File: src/rtl/barker_corr_sched_if.sv
// Stream bundle between the requesters, the shared correlator and the result consumer.
// The slave modport is the scheduler's view; the master modport is the surrounding environment.
interface barker_corr_sched_if #(
   parameter int N_REQ = 4,
   parameter int IDW   = (N_REQ > 1) ? $clog2(N_REQ) : 1
);
   logic [N_REQ-1:0] s_tdata;
   logic [N_REQ-1:0] s_tvalid;
   logic [N_REQ-1:0] s_tlast;
   logic [N_REQ-1:0] s_tready;
   logic             corr_tdata;
   logic             corr_tvalid;
   logic             corr_tlast;
   logic             corr_tready;
   logic             res_tuser;
   logic             res_tvalid;
   logic             res_tready;
   logic             m_tuser;
   logic             m_terr;
   logic [IDW-1:0]   m_tid;
   logic             m_tvalid;
   logic             m_tready;

   modport slave (
      input  s_tdata, s_tvalid, s_tlast,
      output s_tready,
      output corr_tdata, corr_tvalid, corr_tlast,
      input  corr_tready,
      input  res_tuser, res_tvalid,
      output res_tready,
      output m_tuser, m_terr, m_tid, m_tvalid,
      input  m_tready
   );

   modport master (
      output s_tdata, s_tvalid, s_tlast,
      input  s_tready,
      input  corr_tdata, corr_tvalid, corr_tlast,
      output corr_tready,
      output res_tuser, res_tvalid,
      input  res_tready,
      input  m_tuser, m_terr, m_tid, m_tvalid,
      output m_tready
   );
endinterface

File: src/rtl/barker_corr_sched.sv
// Round-robin frame scheduler sharing one Barker correlator among N_REQ 1-bit streams,
// with overlength truncation and a result timeout.
module barker_corr_sched #(
   parameter int N_REQ   = 4,
   parameter int MAX_LEN = 16,
   parameter int TIMEOUT = 16,
   parameter int IDW     = (N_REQ > 1) ? $clog2(N_REQ) : 1
) (
   input  logic                 i_clk,
   input  logic                 i_rst_n,
   barker_corr_sched_if.slave   bus,
   output logic                 o_busy,
   output logic                 o_overlen
);

   localparam int CW = $clog2(MAX_LEN + 1);
   localparam int TW = $clog2(TIMEOUT + 1);

   typedef enum logic [2:0] {IDLE, XFER, DRAIN, WAIT_RES, DELIVER} state_t;

   state_t         state;
   state_t         state_next;
   logic [IDW-1:0] grant;
   logic [IDW-1:0] rr_ptr;
   logic [IDW-1:0] winner;
   logic [IDW-1:0] cand;
   logic           found;
   logic [CW-1:0]  beat_cnt;
   logic [TW-1:0]  to_cnt;
   logic           res_held;
   logic           res_bit;
   logic           res_err;
   logic           at_max;
   logic           to_hit;
   logic           beat_acc;
   logic           overlen_hit;

   // Search starts just past the last served requester so nobody is starved.
   always_comb begin
      found  = 1'b0;
      winner = rr_ptr;
      cand   = '0;
      for (int i = 1; i <= N_REQ; i++) begin
         cand = IDW'((int'(rr_ptr) + i) % N_REQ);
         if (!found && bus.s_tvalid[cand]) begin
            found  = 1'b1;
            winner = cand;
         end
      end
   end

   always_comb begin
      state_next      = state;
      bus.s_tready    = '0;
      bus.corr_tdata  = 1'b0;
      bus.corr_tvalid = 1'b0;
      bus.corr_tlast  = 1'b0;
      bus.res_tready  = 1'b0;
      bus.m_tvalid    = 1'b0;
      bus.m_tid       = '0;
      bus.m_tuser     = 1'b0;
      bus.m_terr      = 1'b0;
      at_max          = (beat_cnt == CW'(MAX_LEN - 1));
      to_hit          = (to_cnt == TW'(TIMEOUT - 1));
      beat_acc        = 1'b0;
      overlen_hit     = 1'b0;
      case (state)
         IDLE: begin
            if (found) state_next = XFER;
         end
         XFER: begin
            bus.corr_tdata         = bus.s_tdata[grant];
            bus.corr_tvalid        = bus.s_tvalid[grant];
            bus.corr_tlast         = bus.s_tlast[grant] | at_max;
            bus.s_tready[grant]    = bus.corr_tready;
            bus.res_tready         = 1'b1;
            beat_acc               = bus.s_tvalid[grant] & bus.corr_tready;
            if (beat_acc) begin
               if (bus.s_tlast[grant]) begin
                  state_next = WAIT_RES;
               end else if (at_max) begin
                  overlen_hit = 1'b1;
                  state_next  = DRAIN;
               end
            end
         end
         DRAIN: begin
            bus.s_tready[grant] = 1'b1;
            bus.res_tready      = 1'b1;
            // The truncated frame's result may already be in hand when the tail ends.
            if (bus.s_tvalid[grant] && bus.s_tlast[grant])
               state_next = (res_held || bus.res_tvalid) ? DELIVER : WAIT_RES;
         end
         WAIT_RES: begin
            bus.res_tready = 1'b1;
            if (bus.res_tvalid || to_hit) state_next = DELIVER;
         end
         DELIVER: begin
            bus.m_tvalid = 1'b1;
            bus.m_tid    = grant;
            bus.m_tuser  = res_bit;
            bus.m_terr   = res_err;
            if (bus.m_tready) state_next = IDLE;
         end
         default: state_next = IDLE;
      endcase
   end

   always_ff @(posedge i_clk or negedge i_rst_n) begin
      if (!i_rst_n) begin
         state     <= IDLE;
         grant     <= '0;
         rr_ptr    <= IDW'(N_REQ - 1);
         beat_cnt  <= '0;
         to_cnt    <= '0;
         res_held  <= 1'b0;
         res_bit   <= 1'b0;
         res_err   <= 1'b0;
         o_busy    <= 1'b0;
         o_overlen <= 1'b0;
      end else begin
         state     <= state_next;
         o_busy    <= (state_next != IDLE);
         o_overlen <= overlen_hit;
         case (state)
            IDLE: begin
               if (found) grant <= winner;
               beat_cnt <= '0;
               to_cnt   <= '0;
               res_held <= 1'b0;
            end
            XFER: begin
               if (beat_acc) beat_cnt <= beat_cnt + CW'(1);
            end
            DRAIN: begin
               if (bus.res_tvalid && !res_held) begin
                  res_held <= 1'b1;
                  res_bit  <= bus.res_tuser;
                  res_err  <= 1'b0;
               end
            end
            WAIT_RES: begin
               if (bus.res_tvalid) begin
                  res_bit <= bus.res_tuser;
                  res_err <= 1'b0;
               end else if (to_hit) begin
                  res_bit <= 1'b0;
                  res_err <= 1'b1;
               end else begin
                  to_cnt <= to_cnt + TW'(1);
               end
            end
            DELIVER: begin
               if (bus.m_tready) begin
                  rr_ptr   <= grant;
                  beat_cnt <= '0;
                  to_cnt   <= '0;
                  res_held <= 1'b0;
               end
            end
            default: ;
         endcase
      end
   end

endmodule

File: src/flat_wrapper.sv
// flat-port wrapper written by rule: the top's interface ports become plain ports
module barker_corr_sched_flat 
#(
   parameter int N_REQ   = 4,
   parameter int MAX_LEN = 16,
   parameter int TIMEOUT = 16,
   parameter int IDW     = (N_REQ > 1) ? $clog2(N_REQ) : 1
)
  (i_clk, i_rst_n, o_busy, o_overlen, bus_s_tdata, bus_s_tvalid, bus_s_tlast, bus_s_tready, bus_corr_tdata, bus_corr_tvalid, bus_corr_tlast, bus_corr_tready, bus_res_tuser, bus_res_tvalid, bus_res_tready, bus_m_tuser, bus_m_terr, bus_m_tid, bus_m_tvalid, bus_m_tready);
  barker_corr_sched_if #(.N_REQ(N_REQ), .IDW(IDW)) bus_i ();
  input  logic i_clk;
  input  logic i_rst_n;
  output logic o_busy;
  output logic o_overlen;
  input wire logic [$bits(bus_i.s_tdata)-1:0] bus_s_tdata;
  input wire logic [$bits(bus_i.s_tvalid)-1:0] bus_s_tvalid;
  input wire logic [$bits(bus_i.s_tlast)-1:0] bus_s_tlast;
  output wire logic [$bits(bus_i.s_tready)-1:0] bus_s_tready;
  output wire logic [$bits(bus_i.corr_tdata)-1:0] bus_corr_tdata;
  output wire logic [$bits(bus_i.corr_tvalid)-1:0] bus_corr_tvalid;
  output wire logic [$bits(bus_i.corr_tlast)-1:0] bus_corr_tlast;
  input wire logic [$bits(bus_i.corr_tready)-1:0] bus_corr_tready;
  input wire logic [$bits(bus_i.res_tuser)-1:0] bus_res_tuser;
  input wire logic [$bits(bus_i.res_tvalid)-1:0] bus_res_tvalid;
  output wire logic [$bits(bus_i.res_tready)-1:0] bus_res_tready;
  output wire logic [$bits(bus_i.m_tuser)-1:0] bus_m_tuser;
  output wire logic [$bits(bus_i.m_terr)-1:0] bus_m_terr;
  output wire logic [$bits(bus_i.m_tid)-1:0] bus_m_tid;
  output wire logic [$bits(bus_i.m_tvalid)-1:0] bus_m_tvalid;
  input wire logic [$bits(bus_i.m_tready)-1:0] bus_m_tready;
  assign bus_i.s_tdata = bus_s_tdata;
  assign bus_i.s_tvalid = bus_s_tvalid;
  assign bus_i.s_tlast = bus_s_tlast;
  assign bus_s_tready = bus_i.s_tready;
  assign bus_corr_tdata = bus_i.corr_tdata;
  assign bus_corr_tvalid = bus_i.corr_tvalid;
  assign bus_corr_tlast = bus_i.corr_tlast;
  assign bus_i.corr_tready = bus_corr_tready;
  assign bus_i.res_tuser = bus_res_tuser;
  assign bus_i.res_tvalid = bus_res_tvalid;
  assign bus_res_tready = bus_i.res_tready;
  assign bus_m_tuser = bus_i.m_tuser;
  assign bus_m_terr = bus_i.m_terr;
  assign bus_m_tid = bus_i.m_tid;
  assign bus_m_tvalid = bus_i.m_tvalid;
  assign bus_i.m_tready = bus_m_tready;
  barker_corr_sched #(.N_REQ(N_REQ), .MAX_LEN(MAX_LEN), .TIMEOUT(TIMEOUT), .IDW(IDW)) u_core (.i_clk(i_clk), .i_rst_n(i_rst_n), .bus(bus_i), .o_busy(o_busy), .o_overlen(o_overlen));
endmodule
File: config.mk
export PLATFORM = sky130hd
export DESIGN_NAME = barker_corr_sched_flat
export DESIGN_NICKNAME = d
export VERILOG_FILES = /design/src/rtl/barker_corr_sched_if.sv /design/src/rtl/barker_corr_sched.sv /design/src/flat_wrapper.sv
export SDC_FILE = /design/constraint.sdc
export NUM_CORES = 1
export LEC_CHECK = 0
export BUFFER_PORTS_ARGS = -buffer_cell sky130_fd_sc_hd__buf_2
export CAP_MARGIN = 10
export CORE_ASPECT_RATIO = 0.8
export CORE_UTILIZATION = 52
export DETAILED_ROUTE_END_ITERATION = 10
export PLACE_DENSITY_LB_ADDON = 0.08
export SLEW_MARGIN = 10
export SYNTH_ARGS = -nofsm -noshare
export SYNTH_HDL_FRONTEND = slang
export SYNTH_SLANG_ARGS = --single-unit
File: constraint.sdc
create_clock -name i_clk -period 2.4 [get_ports i_clk]
set_input_delay 0.48 -clock i_clk [delete_from_list [all_inputs] [get_ports i_clk]]
set_output_delay 0.48 -clock i_clk [all_outputs]
set_load 0.02 [all_outputs]
==> results.yml, run 1 <==
critical_path:
  worstReg2RegEnd: "u_core.o_busy$_DFF_PN0_"
  cp.required_ns: 1.92
  rr_worst_depth: 4
  rrSetupSlack_ns: 0.48
  worstPathMaxFanout: 14
  critPathLaunchType: "flip-flop"
  critical_path_class: "reg2out"
  end_kind: "output pin"
  arrival_ns: 1.85
  r2r_start: "u_core.grant[0]$_DFFE_PN0P_"
synth:
  synth-main-ff-cell: "dfrtp_1"
  synth_commonest_cells: "20 x dfrtp_1, 16 x nor2_1, 14 x nand2_1, 9 x and3_1, 9 x o21ai_0"
  synth_top_area_share_pct: 34.2
  ys_warn_count: 0
  yosys-top-cells-area: "dfrtp_1 34%, mux2i_1 4.1%, nor2_1 4.1%"
  synth_area_mm2: 0.00147
  ys_seq_elements: 22
  synth-edff-count: 0
  syn_inst: 159
  ys_async_sr_fraction_pct: 100
  syn_nets: 181
  ys_seq_area_share_pct: 37.7
  syn_area_per_cell_um2: 9.21
  yosysUniqueCellTypes: 44
  yosysTopAreaCell: "dfrtp_1"
  synth_most_common_cell: "dfrtp_1"
die:
  start_util_pct: 57.2
  die_y_um: 49.5
  num_io_pins: 33
  fp.dieW_um: 61.3
  rows: 16
  core_area_mm2: 0.00256
  die_area_mm2: 0.00304
finish:
  multiInputGateArea_um2: 847
  seq_area_um2: 554
  antennaDiodeCount: 0
  fillers: 220
  finish.instance_area_mm2: 0.00170
  final-instance-count-excl-fill: 225
  nNetsFinal: 212
  area_delta_synth_final_pct: 16.1
  fin_util_pct: 66.4
  drive_above_1_share_pct: 27.0
global_routing:
  antenna_found_initial: 0
  grtUsageMet3_pct: 5.25
  grtUsageTotal_pct: 24.6
  grt_max_degree: 23
  gr-total-overflow: 0
  busiest_layer: "met2"
  use_met1_pct: 34.0
  grt_pass1_vias: 1208
  use_met2_pct: 40.6
  grt_pass1_wl_um: 5560
route:
  ant_nets: 0
  drc: 0
  routedWlPerCell_um: 14.9
  vias_per_cell: 6.12
  dr.pass1.iters: 4
  drt_iter0_markers: 138
  vias: 1378
  wl_um: 3350
sta:
  layout_min_cycle_time_ns: 2.33
  max-slew-margin-rel_pct: 66.6
  finalSetupViolations: 0
  max_freq_mhz: 429
  finalClockSkew_ns: 0.00425
  hold_violations: 0
  drv_slew: 0
  setup_tns_ns: 0
  worst_slew_pin_slew_ns: 0.500
  fin_crit_sh_pct: 97.2
  grt_setup_unrepaired: "false"
worst_hold_path:
  hp-class: "in2async"
power:
  power_w: 0.00170
  ir_worst_vdd_uv: 476
  leakagePower_nw: 0.829
  power.density_mw_per_mm2: 1000
placement:
  placed_cell_area_mm2: 0.00165
  port_buffers: 32
  dp_cells: 221
  gp_congestion: 0.840
  hpwlAfterDp_um: 2500
cts:
  cts_tree: "built"
  clkSinkCount: 22
  cts_buffers: 3
  cts_setup_buffers: 0
  cts_max_path_buffers: 2
  clk_pin_slew_ns: 0.12
  cts-root-buf: "clkbuf_4"
  clock_latency_ns: 0.31
  htree_levels: 1
run_status:
  status: "complete, no violations"
flow_run:
  cap_viol_max_count: 0
[layout by cell type, fill, tap and decap left out, drive strengths merged, types with 6 or more instances in the layout]
| master | netlist | routed |
|---|---|---|
| dfrtp | 20 | 20 |
| o21ai | 9 | 9 |
| mux2i | 6 | 6 |
| and3 | 9 | 9 |
| inv | 7 | 7 |
| buf | 2 | 34 |
| nand3 | 6 | 6 |
| nor2 | 17 | 17 |
| nand2 | 14 | 14 |
[how the worst max path moves through the flow]
stage	from	end	slack, ns	depth (start not counted)
global placement	u_core.grant[0]$_DFFE_PN0P_	bus_corr_tlast	0.36	3
finish	u_core.grant[0]$_DFFE_PN0P_	bus_corr_tlast	0.07	3
CTS	u_core.grant[0]$_DFFE_PN0P_	bus_corr_tlast	0.07	3
floorplan	u_core.state[0]$_DFF_PN0_	bus_s_tready[0]	0.46	4
detailed placement	u_core.grant[0]$_DFFE_PN0P_	bus_corr_tlast	0.28	3
global route	u_core.grant[0]$_DFFE_PN0P_	bus_corr_tlast	0.02	3
[worst max-delay path, cell delays in order (launching register included)]
cell and delay (ns):
dfrtp_2 0.54, mux4_1 0.66, o21a_1 0.19, buf_2 0.15
[layout make-up]
| type | instances | share of cell area [%] |
|---|---|---|
| repair buffers | 34 | 10.3 |
| multi-input cells | 122 | 49.8 |
| inverters | 7 | 1.55 |
| well taps | 36 | 2.65 |
| clock inverters | 1 | 1.77 |
| flip-flops and latches | 22 | 32.6 |
| clock buffers | 3 | 1.32 |
[cells by family after synthesis]
| logic type | Yosys count | synth area share [%] |
|---|---|---|
| AO/OA/AOI/OAI | 30 | 13.8 |
| XOR/XNOR | 2 | 1.20 |
| buffers and inverters | 15 | 4.44 |
| flip-flops | 22 | 37.7 |
| multiplexers | 14 | 13.1 |
| adder cells (fa/ha/maj) | 4 | 3.42 |
| AND/OR/NAND/NOR | 72 | 26.4 |
[where the power goes]
group | leakage (nW) | total, W | internal [W] | switching (W)
Combinational | 0.518 | 0.000793 | 0.000344 | 0.000449
Clock | 0.0279 | 0.000281 | 0.000169 | 0.000112
Sequential | 0.283 | 0.000626 | 0.000469 | 0.000157
Total | 0.829 | 0.00170 | 0.000982 | 0.000718
[state kept, by name (all words and copies together), names as in the netlist]
register,count
u_core.rr_ptr,2
u_core.o_busy,1
u_core.res_bit,1
u_core.grant,2
u_core.to_cnt,5
u_core.beat_cnt,5
u_core.res_held,1
u_core.state,3
u_core.res_err,1
u_core.o_overlen,1
[timing repair]
item | 4_1_cts | 5_1_grt
hold buffers | 0 | 0
gates resized for setup | 1 | 0
endpoints found under the setup margin | 1 | 0
[per-stage QoR]
step | hold slack (ns) | setup WS, ns
floorplan | 0.184 | 0.458
global placement | 0.460 | 0.356
detailed placement | 0.469 | 0.283
CTS | 0.126 | 0.0662
global route | 0.152 | 0.0214
finish | 0.121 | 0.0681
[per-layer routing]
| metal | wire, um | up-vias |
|---|---|---|
| li1 | - | 632 |
| met1 | 1420 | 652 |
| met2 | 1550 | 80 |
| met3 | 285 | 14 |
| met4 | 96 | 0 |
| met5 | 0 | - |
No activity file was read; power rests on OpenSTA's default activity.
==> inputs of run 2 (changes only) <==
--- a/config.mk
+++ b/config.mk
@@ -10,7 +10,7 @@
 export CORE_ASPECT_RATIO = 0.8
 export CORE_UTILIZATION = 52
 export DETAILED_ROUTE_END_ITERATION = 10
-export PLACE_DENSITY_LB_ADDON = 0.08
+export PLACE_DENSITY = 0.89
 export SLEW_MARGIN = 10
 export SYNTH_ARGS = -nofsm -noshare
 export SYNTH_HDL_FRONTEND = slang
==> constraint.sdc (replaced) <==
create_clock -name i_clk -period 2.8 [get_ports i_clk]
set_input_delay 0.56 -clock i_clk [delete_from_list [all_inputs] [get_ports i_clk]]
set_output_delay 0.56 -clock i_clk [all_outputs]
set_load 0.02 [all_outputs]
==> results.yml, run 2 (same netlist as run 1, synthesis figures left out) <==
run_status:
  status: "complete, no violations"
route:
  wl_um: 3570
  ant_nets: 0
  dr.pass1.iters: 4
  drc: 0
  drt_iter0_markers: 107
  vias: 1356
  routedWlPerCell_um: 16.0
  vias_per_cell: 6.08
power:
  ir_worst_vdd_uv: 476
  leakagePower_nw: 0.820
  power.density_mw_per_mm2: 864
  power_w: 0.00146
die:
  core_area_mm2: 0.00256
  die_area_mm2: 0.00304
  fp.dieW_um: 61.3
  rows: 16
  die_y_um: 49.5
  start_util_pct: 57.2
  num_io_pins: 33
finish:
  fin_util_pct: 65.7
  final_cell_mix: "32 x buf_2, 20 x dfrtp_1, 16 x nor2_1"
  seq_area_um2: 553
  area_delta_synth_final_pct: 14.9
  final-instance-count-excl-fill: 223
  fillers: 225
  antennaDiodeCount: 0
  nNetsFinal: 210
  reg_top3: "u_core.beat_cnt (5), u_core.to_cnt (5), u_core.state (3)"
  final_common_cell: "buf_2"
  drive_above_1_share_pct: 25.7
  multiInputGateArea_um2: 847
sta:
  grt_setup_unrepaired: "false"
  finalSetupViolations: 0
  drv_slew: 0
  layout_setup_ws_ns: 0.202
  finalClockSkew_ns: 0.00447
  setup_tns_ns: 0
  max_freq_mhz: 385
  hold_violations: 0
  worst_slew_pin_slew_ns: 0.628
  layout_min_cycle_time_ns: 2.60
  max-slew-margin-rel_pct: 58.0
  fin_crit_sh_pct: 92.8
global_routing:
  use_met1_pct: 32.8
  busiest_layer: "met2"
  gr-total-overflow: 0
  use_met2_pct: 43.3
  grt_pass1_wl_um: 5730
  grt_max_degree: 23
  grt_pass1_vias: 1291
  grtUsageMet3_pct: 5.51
  antenna_found_initial: 0
  grtUsageTotal_pct: 25.5
critical_path:
  path_depth: 3
  end_kind: "output pin"
  arrival_ns: 2.04
  cp.required_ns: 2.24
  worstPathMaxFanout: 14
  path_buf_inv: 1
  path_cells: "mux4_1 > o21a_1 > buf_2"
  cpPeakStageDelay_ns: 0.70
  crit_slowest_cell: "mux4_1"
  critical_path_class: "reg2out"
  path_delay_family: "multiplexers"
  critPathLaunchType: "flip-flop"
  rr_worst_depth: 4
cts:
  clock_latency_ns: 0.32
  cts_buffers: 3
  cts-root-buf: "clkbuf_4"
  cts_hold_buf: 0
  htree_levels: 1
  cts_tree: "built"
  clk_pin_slew_ns: 0.12
  clkSinkCount: 22
  cts_setup_buffers: 0
  ctsResizeCount: 0
  cts_max_path_buffers: 2
flow_run:
  cap_viol_max_count: 0
placement:
  gp_congestion: 0.918
  hpwlAfterDp_um: 2570
  dp_cells: 219
  port_buffers: 32
  post-place-ws_ns: 0.601
worst_hold_path:
  hp-class: "in2async"
-- run 2: cell count changes in the layout (fill, tap and decap cells not counted), sizes merged --
cell and delta:
buf -2
-- run 2: report_power, final --
group	total (W)	switching [W]	internal (W)
Combinational	0.000658	0.000379	0.000279
Sequential	0.000553	0.000152	0.000400
Clock	0.000245	0.0000997	0.000145
-- run 2: per-stage QoR --
stage          cell area (um2)  hold slack, ns
2_1_floorplan             1470           0.264
3_3_place_gp              1630           0.463
3_5_place_dp              1630           0.470
4_1_cts                   1680           0.193
5_1_grt                   1680           0.207
6_report                  1680           0.186
-- run 2: per-layer routing --
metal  share of wire (%)  vias to the layer above
li1                    -                      631
met5                   0                        -
met1                  43                      642
met3                 6.4                       10
met2                  48                       73
met4                 2.1                        0
-- run 2: layout make-up --
cell class | count | share of cell area [%]
sequential | 22 | 32.8
timing repair buffer | 32 | 9.51
inverter | 7 | 1.56
clock buffer | 3 | 1.34
clock inverter | 1 | 1.78
multi-input combinational | 122 | 50.3
tap | 36 | 2.67
-- run 2: path summary, 6_finish.rpt --
kind                                                start                             end  slack (ns)
setup / recovery              u_core.grant[0]$_DFFE_PN0P_                  bus_corr_tlast        0.20
hold / removal                                    i_rst_n       u_core.state[1]$_DFF_PN0_        0.19
setup reg to reg                u_core.state[0]$_DFF_PN0_         u_core.o_busy$_DFF_PN0_        0.68
hold reg to reg            u_core.beat_cnt[3]$_DFFE_PN0P_  u_core.beat_cnt[3]$_DFFE_PN0P_        0.50
max in group asynchronous                         i_rst_n    u_core.rr_ptr[0]$_DFFE_PN1P_        2.26
min in group i_clk         u_core.beat_cnt[3]$_DFFE_PN0P_  u_core.beat_cnt[3]$_DFFE_PN0P_        0.50
